File: config.mk
export PLATFORM = sky130hd
export DESIGN_NAME = keypad_scan_decoder
export DESIGN_NICKNAME = d
export VERILOG_FILES = /design/src/rtl/keypad_scan_decoder.sv
export SDC_FILE = /design/constraint.sdc
export NUM_CORES = 1
export LEC_CHECK = 0
export CORE_ASPECT_RATIO = 1.75
export CORE_MARGIN = 4
export CORE_UTILIZATION = 39
export CTS_CLUSTER_DIAMETER = 150
export DETAILED_ROUTE_END_ITERATION = 8
export DONT_BUFFER_PORTS = 1
export PLACE_DENSITY = 0.65
export SLEW_MARGIN = 40
export SYNTH_ARGS = -nofsm -noshare
export SYNTH_HDL_FRONTEND = slang
export SYNTH_SLANG_ARGS = --single-unit
File: constraint.sdc
create_clock -name clk -period 2.8 [get_ports clk]
set_input_delay 0.56 -clock clk [delete_from_list [all_inputs] [get_ports clk]]
set_output_delay 0.56 -clock clk [all_outputs]
set_load 0.05 [all_outputs]
File: src/rtl/keypad_scan_decoder.sv
// keypad_scan_decoder: 4x4 keypad column scanner with debounced, single-shot key decode.
// Columns rotate on a divided scan tick; a single-key row hit is debounced before acceptance.
module keypad_scan_decoder #(
    parameter int SCAN_DIV       = 49_999,
    parameter int DEBOUNCE_SCANS = 20
) (
    input  logic       clk,
    input  logic       rst,
    input  logic       en,
    input  logic [3:0] row,
    output logic [3:0] col,
    output logic [3:0] key_code,
    output logic       key_valid,
    output logic       key_held
);
    localparam int DW = $clog2(SCAN_DIV + 1);
    localparam logic [DW-1:0] DIV_END = DW'(SCAN_DIV);
    localparam logic [7:0] LAST = 8'(DEBOUNCE_SCANS - 1);
    // Nibble (row*4 + col) holds the code for that key position
    localparam logic [63:0] KEYMAP = 64'hDF0E_C987_B654_A321;

    typedef enum logic [1:0] {SCAN, DEBOUNCE, HELD} state_t;

    state_t        state_q, state_d;
    logic [3:0]    row_m_q, row_s_q;
    logic [DW-1:0] div_q;
    logic          tick;
    logic [1:0]    k_q, k_d;
    logic [3:0]    row_lat_q, row_lat_d;
    logic [7:0]    match_q, match_d;
    logic [7:0]    rel_q, rel_d;
    logic [3:0]    code_q, code_d;
    logic          valid_q, valid_d;
    logic          held_q, held_d;
    logic          one_low;
    logic [1:0]    row_idx;
    logic [5:0]    map_sel;
    logic [3:0]    map_code;

    assign tick      = div_q == DIV_END;
    assign col       = ~(4'b0001 << k_q);
    assign key_code  = code_q;
    assign key_valid = valid_q;
    assign key_held  = held_q;

    always_comb begin
        one_low  = (row_s_q == 4'b1110) || (row_s_q == 4'b1101) ||
                   (row_s_q == 4'b1011) || (row_s_q == 4'b0111);
        row_idx  = (row_lat_q == 4'b1110) ? 2'd0 :
                   (row_lat_q == 4'b1101) ? 2'd1 :
                   (row_lat_q == 4'b1011) ? 2'd2 : 2'd3;
        map_sel  = {row_idx, k_q, 2'b00};
        map_code = KEYMAP[map_sel +: 4];
    end

    always_comb begin
        state_d   = state_q;
        k_d       = k_q;
        row_lat_d = row_lat_q;
        match_d   = match_q;
        rel_d     = rel_q;
        code_d    = code_q;
        valid_d   = 1'b0;
        held_d    = held_q;
        if (tick) begin
            case (state_q)
                SCAN: begin
                    if (en && one_low) begin
                        row_lat_d = row_s_q;
                        match_d   = '0;
                        state_d   = DEBOUNCE;
                    end else begin
                        k_d = k_q + 2'd1;
                    end
                end
                DEBOUNCE: begin
                    if (!en || row_s_q != row_lat_q) begin
                        state_d = SCAN;
                        k_d     = k_q + 2'd1;
                    end else if (match_q == LAST) begin
                        code_d  = map_code;
                        valid_d = 1'b1;
                        held_d  = 1'b1;
                        rel_d   = '0;
                        state_d = HELD;
                    end else begin
                        match_d = match_q + 8'd1;
                    end
                end
                HELD: begin
                    // en is deliberately ignored here so a held key always releases cleanly
                    if (row_s_q != 4'hF) begin
                        rel_d = '0;
                    end else if (rel_q == LAST) begin
                        held_d  = 1'b0;
                        state_d = SCAN;
                        k_d     = k_q + 2'd1;
                    end else begin
                        rel_d = rel_q + 8'd1;
                    end
                end
                default: state_d = SCAN;
            endcase
        end
    end

    always_ff @(posedge clk) begin
        if (rst) begin
            row_m_q   <= '0;
            row_s_q   <= '0;
            div_q     <= '0;
            state_q   <= SCAN;
            k_q       <= '0;
            row_lat_q <= 4'hF;
            match_q   <= '0;
            rel_q     <= '0;
            code_q    <= '0;
            valid_q   <= 1'b0;
            held_q    <= 1'b0;
        end else begin
            row_m_q   <= row;
            row_s_q   <= row_m_q;
            div_q     <= tick ? '0 : div_q + 1'b1;
            state_q   <= state_d;
            k_q       <= k_d;
            row_lat_q <= row_lat_d;
            match_q   <= match_d;
            rel_q     <= rel_d;
            code_q    <= code_d;
            valid_q   <= valid_d;
            held_q    <= held_d;
        end
    end
endmodule

==> results of run 1 <==
==> registers in the layout, indices dropped and copies added, names as in the netlist, 2 cells and up <==
| signal | count |
|---|---|
| row_lat_q | 4 |
| rel_q | 8 |
| k_q | 2 |
| row_s_q | 4 |
| div_q | 16 |
| state_q | 2 |
| row_m_q | 4 |
| key_code | 4 |
| match_q | 8 |
==> Yosys cell counts, types with 2 or more instances <==
cell	instances	area, um2
nand4bb_1	2	22.5
a311oi_1	7	61.3
clkbuf_1	8	30.0
nand3_1	20	100
nor2b_1	10	62.6
ha_1	9	113
nand4b_1	6	52.6
o211ai_1	6	45.0
a2111oi_0	2	17.5
a41oi_1	2	17.5
a211o_1	3	26.3
nor2_1	39	146
nand2_1	29	109
dfxtp_1	54	1080
nand4_1	8	50.1
and3_1	8	50.1
a22oi_1	2	15.0
a21oi_1	9	45.0
or3_1	7	43.8
o31ai_1	2	15.0
xnor2_1	13	114
o21ai_0	8	40.0
and3_2	2	15.0
and4bb_2	2	25.0
o22ai_1	2	12.5
buf_2	2	10.0
nor4_1	2	12.5
nand3b_1	2	15.0
xor2_1	8	70.1
a211oi_1	2	15.0
nor3_1	8	40.0
nand2b_1	3	18.8
nor3b_1	2	15.0
clkbuf_2	3	15.0
inv_1	10	37.5
mux2i_1	6	60.1
and4_1	3	26.3
nor4_4	2	42.5
==> worst reg2reg max path, cell delays in order, from the launching register on <==
cell and delay [ns]:
dfxtp_1 0.37, ha_1 0.23, and3_1 0.29, and4_2 0.34, nand4_1 0.47, a21oi_1 0.33
o21ai_0 0.11
==> power breakdown <==
| part | leakage (nW) | switching (W) | internal (W) |
|---|---|---|---|
| registers | 0.437 | 0.00000816 | 0.000777 |
| clock network | 0.0829 | 0.000265 | 0.000441 |
| logic | 0.615 | 0.0000144 | 0.0000110 |
==> layer usage <==
metal	up-vias	global-route usage, %
li1	1193	-
met4	0	7.97
met3	13	2.31
met2	25	28.9
met5	-	0
met1	1126	15.7
==> area by class of cell <==
cell class,count,area [um2]
fill,723,4130
tap,86,108
sequential,54,1080
inverter,10,37.5
clock inverter,1,30.0
timing repair buffer,1,7.51
multi-input combinational,253,1700
clock buffer,6,139
==> cells in the final DEF (no fill, tap or decap), types with 2 or more instances in the layout <==
master     instances
a2111oi_0          2
a211o_1            3
a211oi_1           2
a21oi_1            9
a22oi_1            2
a311oi_1           7
a41oi_1            2
and3_1             8
and3_2             2
and4_1             3
and4bb_2           2
clkbuf_16          5
dfxtp_1           54
ha_1               9
inv_1             10
mux2i_1            6
nand2_1           29
nand2b_1           3
nand3_1           20
nand3b_1           2
nand4_1            8
nand4b_1           6
nand4bb_1          2
nor2_1            39
nor2b_1           10
nor3_1             8
nor3b_1            2
nor4_1             2
nor4_4             2
o211ai_1           6
o21ai_0            8
o22ai_1            2
o31ai_1            2
or3_1              7
xnor2_1           13
xor2_1             8
==> worst max-delay path by stage <==
stage | from | end | slack [ns] | depth (start not counted)
6_report | div_q[0] | match_q[4] | 0.54 | 6
5_1_grt | div_q[0] | match_q[4] | 0.37 | 6
4_1_cts | div_q[0] | match_q[4] | 0.57 | 6
3_5_place_dp | div_q[0] | row_lat_q[2] | 0.53 | 6
3_3_place_gp | div_q[0] | match_q[4] | 0.62 | 6
2_1_floorplan | div_q[0] | match_q[1] | 0.83 | 6
==> stage by stage <==
step | cells | hold slack (ns) | setup slack [ns] | utilization, % | instance area (um2)
global route | 411 | 0.324 | 0.372 | 42.9 | 3100
floorplan | 332 | 0.414 | 0.833 | - | 2890
detailed placement | 404 | 0.428 | 0.532 | 40.5 | 2930
CTS | 411 | 0.328 | 0.565 | 42.9 | 3100
finish | 411 | 0.334 | 0.542 | 42.9 | 3100
global placement | 404 | 0.429 | 0.625 | 40.5 | 2930
==> cell families (layout without fill, tap and decap cells) <==
kind of cell | after synthesis | count (layout) | synth area share [%]
XOR/XNOR | 21 | 21 | 6.36
buffers and inverters | 25 | 18 | 3.85
adder cells (fa/ha/maj) | 9 | 9 | 3.90
AO/OA/AOI/OAI | 54 | 54 | 13.6
AND/OR/NAND/NOR | 163 | 163 | 32.8
multiplexers | 6 | 6 | 2.08
flip-flops | 54 | 54 | 37.4
==> metrics.yaml, run 1 <==
worst_hold_path:
  hp-start: "rst"
  hold_path.class: "in2reg"
  holdPathStages: 1
  min_to: "row_s_q[3]"
sta:
  skew_ns: 0.00358
  slew-limit-headroom_pct: 56.4
  setup_viol: 0
  finalSetupTns_ns: 0
  slew_violations: 0
  fmax_mhz: 443
  min_period_ns: 2.26
  rsz0062_at_grt: "false"
  hold_viol: 0
  tightest_slew_ns: 0.651
  post-route-period-util_pct: 80.7
clock_network:
  cts.htree.levels: 2
  cts_hold_buf: 0
  cts_buffers: 5
  cts_resized: 0
  cts_tree: "done"
  cts_buffer_depth: 2
  clk_latency_ns: 0.29
  clk_pin_slew_ns: 0.07
  postCtsSetupRepairBufs: 0
  cts_root_buf: "clkbuf_16"
  clock_sinks: 54
synth:
  ys.flop_type: "dfxtp_1"
  synth_seq_cells: 54
  synth_edf_count: 0
  syn_inst: 332
  syn_nets: 348
  syn_area_um2: 2890
  syn_area_per_cell_um2: 8.71
  yosys_warnings: 0
  synthArstFlopShare_pct: 0
  yosysSeqAreaShare_pct: 37.4
  ys_types: 57
grt:
  grt_pass1_wl_mm: 10.9
  first_global_vias: 2431
  grt_start_max_net_pins: 30
  antenna_found_initial: 0
  grt.total_usage_pct: 15.4
  grt.overflow.total: 0
floorplanning:
  io_pins: 17
  core-area_um2: 7230
  num_rows: 41
  initial_core_util_pct: 40.0
  die_area_um2: 8910
  die_h_um: 122
  die-width_um: 73.1
route:
  vias: 2357
  firstDrtPassIters: 4
  highest_layer: "met4"
  wl_met2_mm: 3.53
  wl_met3_um: 130
  wl_mm: 6.40
  via_per_inst: 5.73
  drtIter0Drc: 76
  drc: 0
  drt-wirelength-per-cell_um: 15.6
  ant_nets: 0
  wl_met1_mm: 2.55
setup_path:
  cpLargestDelayFamily: "simple AND/OR/NAND/NOR gates"
  reg2reg_to: "match_q[4]"
  crit_path_max_fanout: 11
  worst-path-buf-inv: 0
  worstPathRequired_ns: 2.97
  path_cells: "ha_1 -> and3_1 -> and4_2 -> nand4_1 -> a21oi_1 -> o21ai_0"
  critPathMaxStageDelay_ns: 0.46
  cpMaxStageDelayCell: "nand4_1"
  reg2reg_from: "div_q[0]"
  cp_data_arrival_time_ns: 2.43
  rrSetupSlack_ns: 0.54
  end_kind: "flip-flop"
  r2r_cells: 6
  critPathKind: "reg2reg"
  crit_path_start_kind: "flip-flop"
power:
  leakage_nw: 1.14
  power_w: 0.00152
  peakVddDrop_mv: 0.335
  powerDensity_nw_per_um2: 489
final_layout:
  drive_above_1_share_pct: 6.46
  diodes: 0
  syn2layout_area_growth_pct: 7.27
  final_nets: 341
flow_run:
  drv_cap: 0
place:
  place_hpwl_mm: 4.87
  port_buffers: 0
  gp_congestion: 0.824
run_status:
  status: "finished clean"
Note: power is estimated with default switching activity, not from simulation.
==> run 2, diff against run 1 <==
==> constraint.sdc (replaced) <==
create_clock -name clk -period 2.1 [get_ports clk]
set_input_delay 0.42 -clock clk [delete_from_list [all_inputs] [get_ports clk]]
set_output_delay 0.42 -clock clk [all_outputs]
set_load 0.05 [all_outputs]
==> metrics.yaml, run 2 (synthesis gave the netlist of run 1 again) <==
grt:
  antenna_found_initial: 0  # unchanged
  grt_pass1_wl_mm: 10.9  # +0.63%
  first_global_vias: 2384  # -1.9%
  grt_start_max_net_pins: 30  # unchanged
  grt.overflow.total: 0  # unchanged
  grt.total_usage_pct: 15.4  # +0.026 points
final_layout:
  syn2layout_area_growth_pct: 13.0
  fillCellCount: 712  # -1.5%
  final_nets: 363  # +6.5%
  biggestRegsByFlops: "div_q x16, match_q x8, rel_q x8"
  diodes: 0  # unchanged
  drive_above_1_share_pct: 13.5  # +7.0 points
  seq_area_um2: 1080  # unchanged
  final_common_cell: "dfxtp_1"
  largest_reg_flops: 16  # unchanged
  final_cell_mix: "dfxtp_1 (54), nor2_1 (39), nand2_1 (29)"
  final_core_util_pct: 45.1  # +2.3 points
  largest-register: "div_q"
  multi_input_area_um2: 1710  # +0.44%
clock_network:
  cts.htree.levels: 2  # unchanged
  clk_latency_ns: 0.29  # about the same
  cts_tree: "done"
  cts_buffers: 5  # unchanged
  clk_pin_slew_ns: 0.07  # about the same
  cts_buffer_depth: 2  # unchanged
  cts_root_buf: "clkbuf_16"
  cts_hold_buf: 0  # unchanged
  clock_sinks: 54  # unchanged
place:
  port_buffers: 0  # unchanged
  gp_congestion: 0.809  # -1.8%
  place_hpwl_mm: 4.98  # +2.3%
sta:
  setup_viol: 0  # unchanged
  rsz0062_at_grt: "true"
  fmax_mhz: 514  # +16%
  min_period_ns: 1.95  # -0.311 ns
  slew_violations: 0  # unchanged
  tightest_slew_ns: 0.548  # -0.102 ns
  post-route-period-util_pct: 92.7  # +12 points
  skew_ns: 0.00584  # +0.00226 ns
  slew-limit-headroom_pct: 63.4  # +7.0 points
  hold_viol: 0  # unchanged
floorplanning:
  num_rows: 41  # unchanged
  die_h_um: 122  # unchanged
  core-area_um2: 7230  # unchanged
  initial_core_util_pct: 40.0  # unchanged
  io_pins: 17  # unchanged
  die_area_um2: 8910  # unchanged
  die-width_um: 73.1  # unchanged
route:
  vias: 2493  # +5.8%
  drtIter0Drc: 112  # +47%
  ant_nets: 0  # unchanged
  via_per_inst: 5.74  # +0.16%
  drt-wirelength-per-cell_um: 15.1  # -2.8%
  wl_mm: 6.57  # +2.6%
  drc: 0  # unchanged
  firstDrtPassIters: 4  # unchanged
power:
  peakVddDrop_mv: 0.454  # +35%
  power_w: 0.00195  # +29%
  powerDensity_nw_per_um2: 598  # +22%
  leakage_nw: 1.24  # +9.3%
flow_run:
  drv_cap: 0  # unchanged
worst_hold_path:
  hold_path.class: "in2reg"
setup_path:
  crit_path_start_kind: "flip-flop"
  crit_path_max_fanout: 5  # -6
  critPathKind: "reg2reg"
  cp_data_arrival_time_ns: 2.15  # -0.28 ns
  rrSetupSlack_ns: 0.15  # -0.39 ns
  worstPathRequired_ns: 2.30  # -0.67 ns
  end_kind: "flip-flop"
run_status:
  status: "finished clean"
## run 2: cell count changes in the layout (fill, tap and decap cells not counted), sizes merged
cell    delta
buf       +22
clkbuf     +1
clkinv     +1
bufinv     -1
## run 2: routing by layer
layer  vias to the layer above  track usage (%)  wire [um]
met2                        38             29.8       3710
met1                      1210             15.6       2570
met4                         0             5.43         93
met3                         7             3.22        199
met5                         -                0          0
li1                       1238                -          -
## run 2: area by class of cell
| type | count | share of cell area [%] |
|---|---|---|
| multi-input combinational | 253 | 52.2 |
| sequential | 54 | 33.1 |
| timing repair buffer | 23 | 5.29 |
| clock buffer | 7 | 4.67 |
| tap | 86 | 3.30 |
| inverter | 10 | 1.15 |
| clock inverter | 1 | 0.268 |
## run 2: worst max-delay path, stage by stage, from the launching register on
cell      delay (ns)
dfxtp_1         0.36
ha_2            0.22
and4_1          0.24
nand4_1         0.12
buf_4           0.19
nor4_4          0.33
a41oi_1         0.17
a311oi_1        0.22
## run 2: power breakdown
part / internal [W] / total [W] / switching, W
clock network: 0.000509 / 0.000866 / 0.000357
logic: 0.0000200 / 0.0000426 / 0.0000226
registers: 0.00104 / 0.00105 / 0.00000977
total: 0.00156 / 0.00195 / 0.000389
## run 2: what timing repair did
item | in CTS | in global routing
buffers inserted | 0 | 1
endpoints found under the setup margin | 0 | 21
gates resized for setup | 0 | 4
## run 2: final timing paths
kind	cells after the start	startpoint	to
max	7	div_q[1]	rel_q[6]
min	1	rst	row_m_q[0]
max reg2reg	7	div_q[1]	rel_q[6]
min reg2reg	1	row_m_q[1]	row_s_q[1]
## run 2: metrics by stage
stage	cell area [um2]	setup TNS [ns]	hold slack, ns	cells	worst slack (ns)
6_report	3270	0	0.192	434	0.153
5_1_grt	3270	-0.00945	0.182	434	-0.00945
4_1_cts	3250	0	0.184	433	0.0364
3_5_place_dp	3090	0	0.429	425	0.0335
3_3_place_gp	3090	0	0.419	425	0.102
2_1_floorplan	2890	0	0.414	332	0.133
==> run 3, diff against run 2 <==
--- a/config.mk
+++ b/config.mk
@@ -12,6 +12,7 @@
 export DETAILED_ROUTE_END_ITERATION = 8
 export DONT_BUFFER_PORTS = 1
 export PLACE_DENSITY = 0.65
+export RECOVER_POWER = 25
 export SLEW_MARGIN = 40
 export SYNTH_ARGS = -nofsm -noshare
 export SYNTH_HDL_FRONTEND = slang
==> results of run 3 <==
Same layout as run 2: the final DEF is identical, and so are final timing and power.
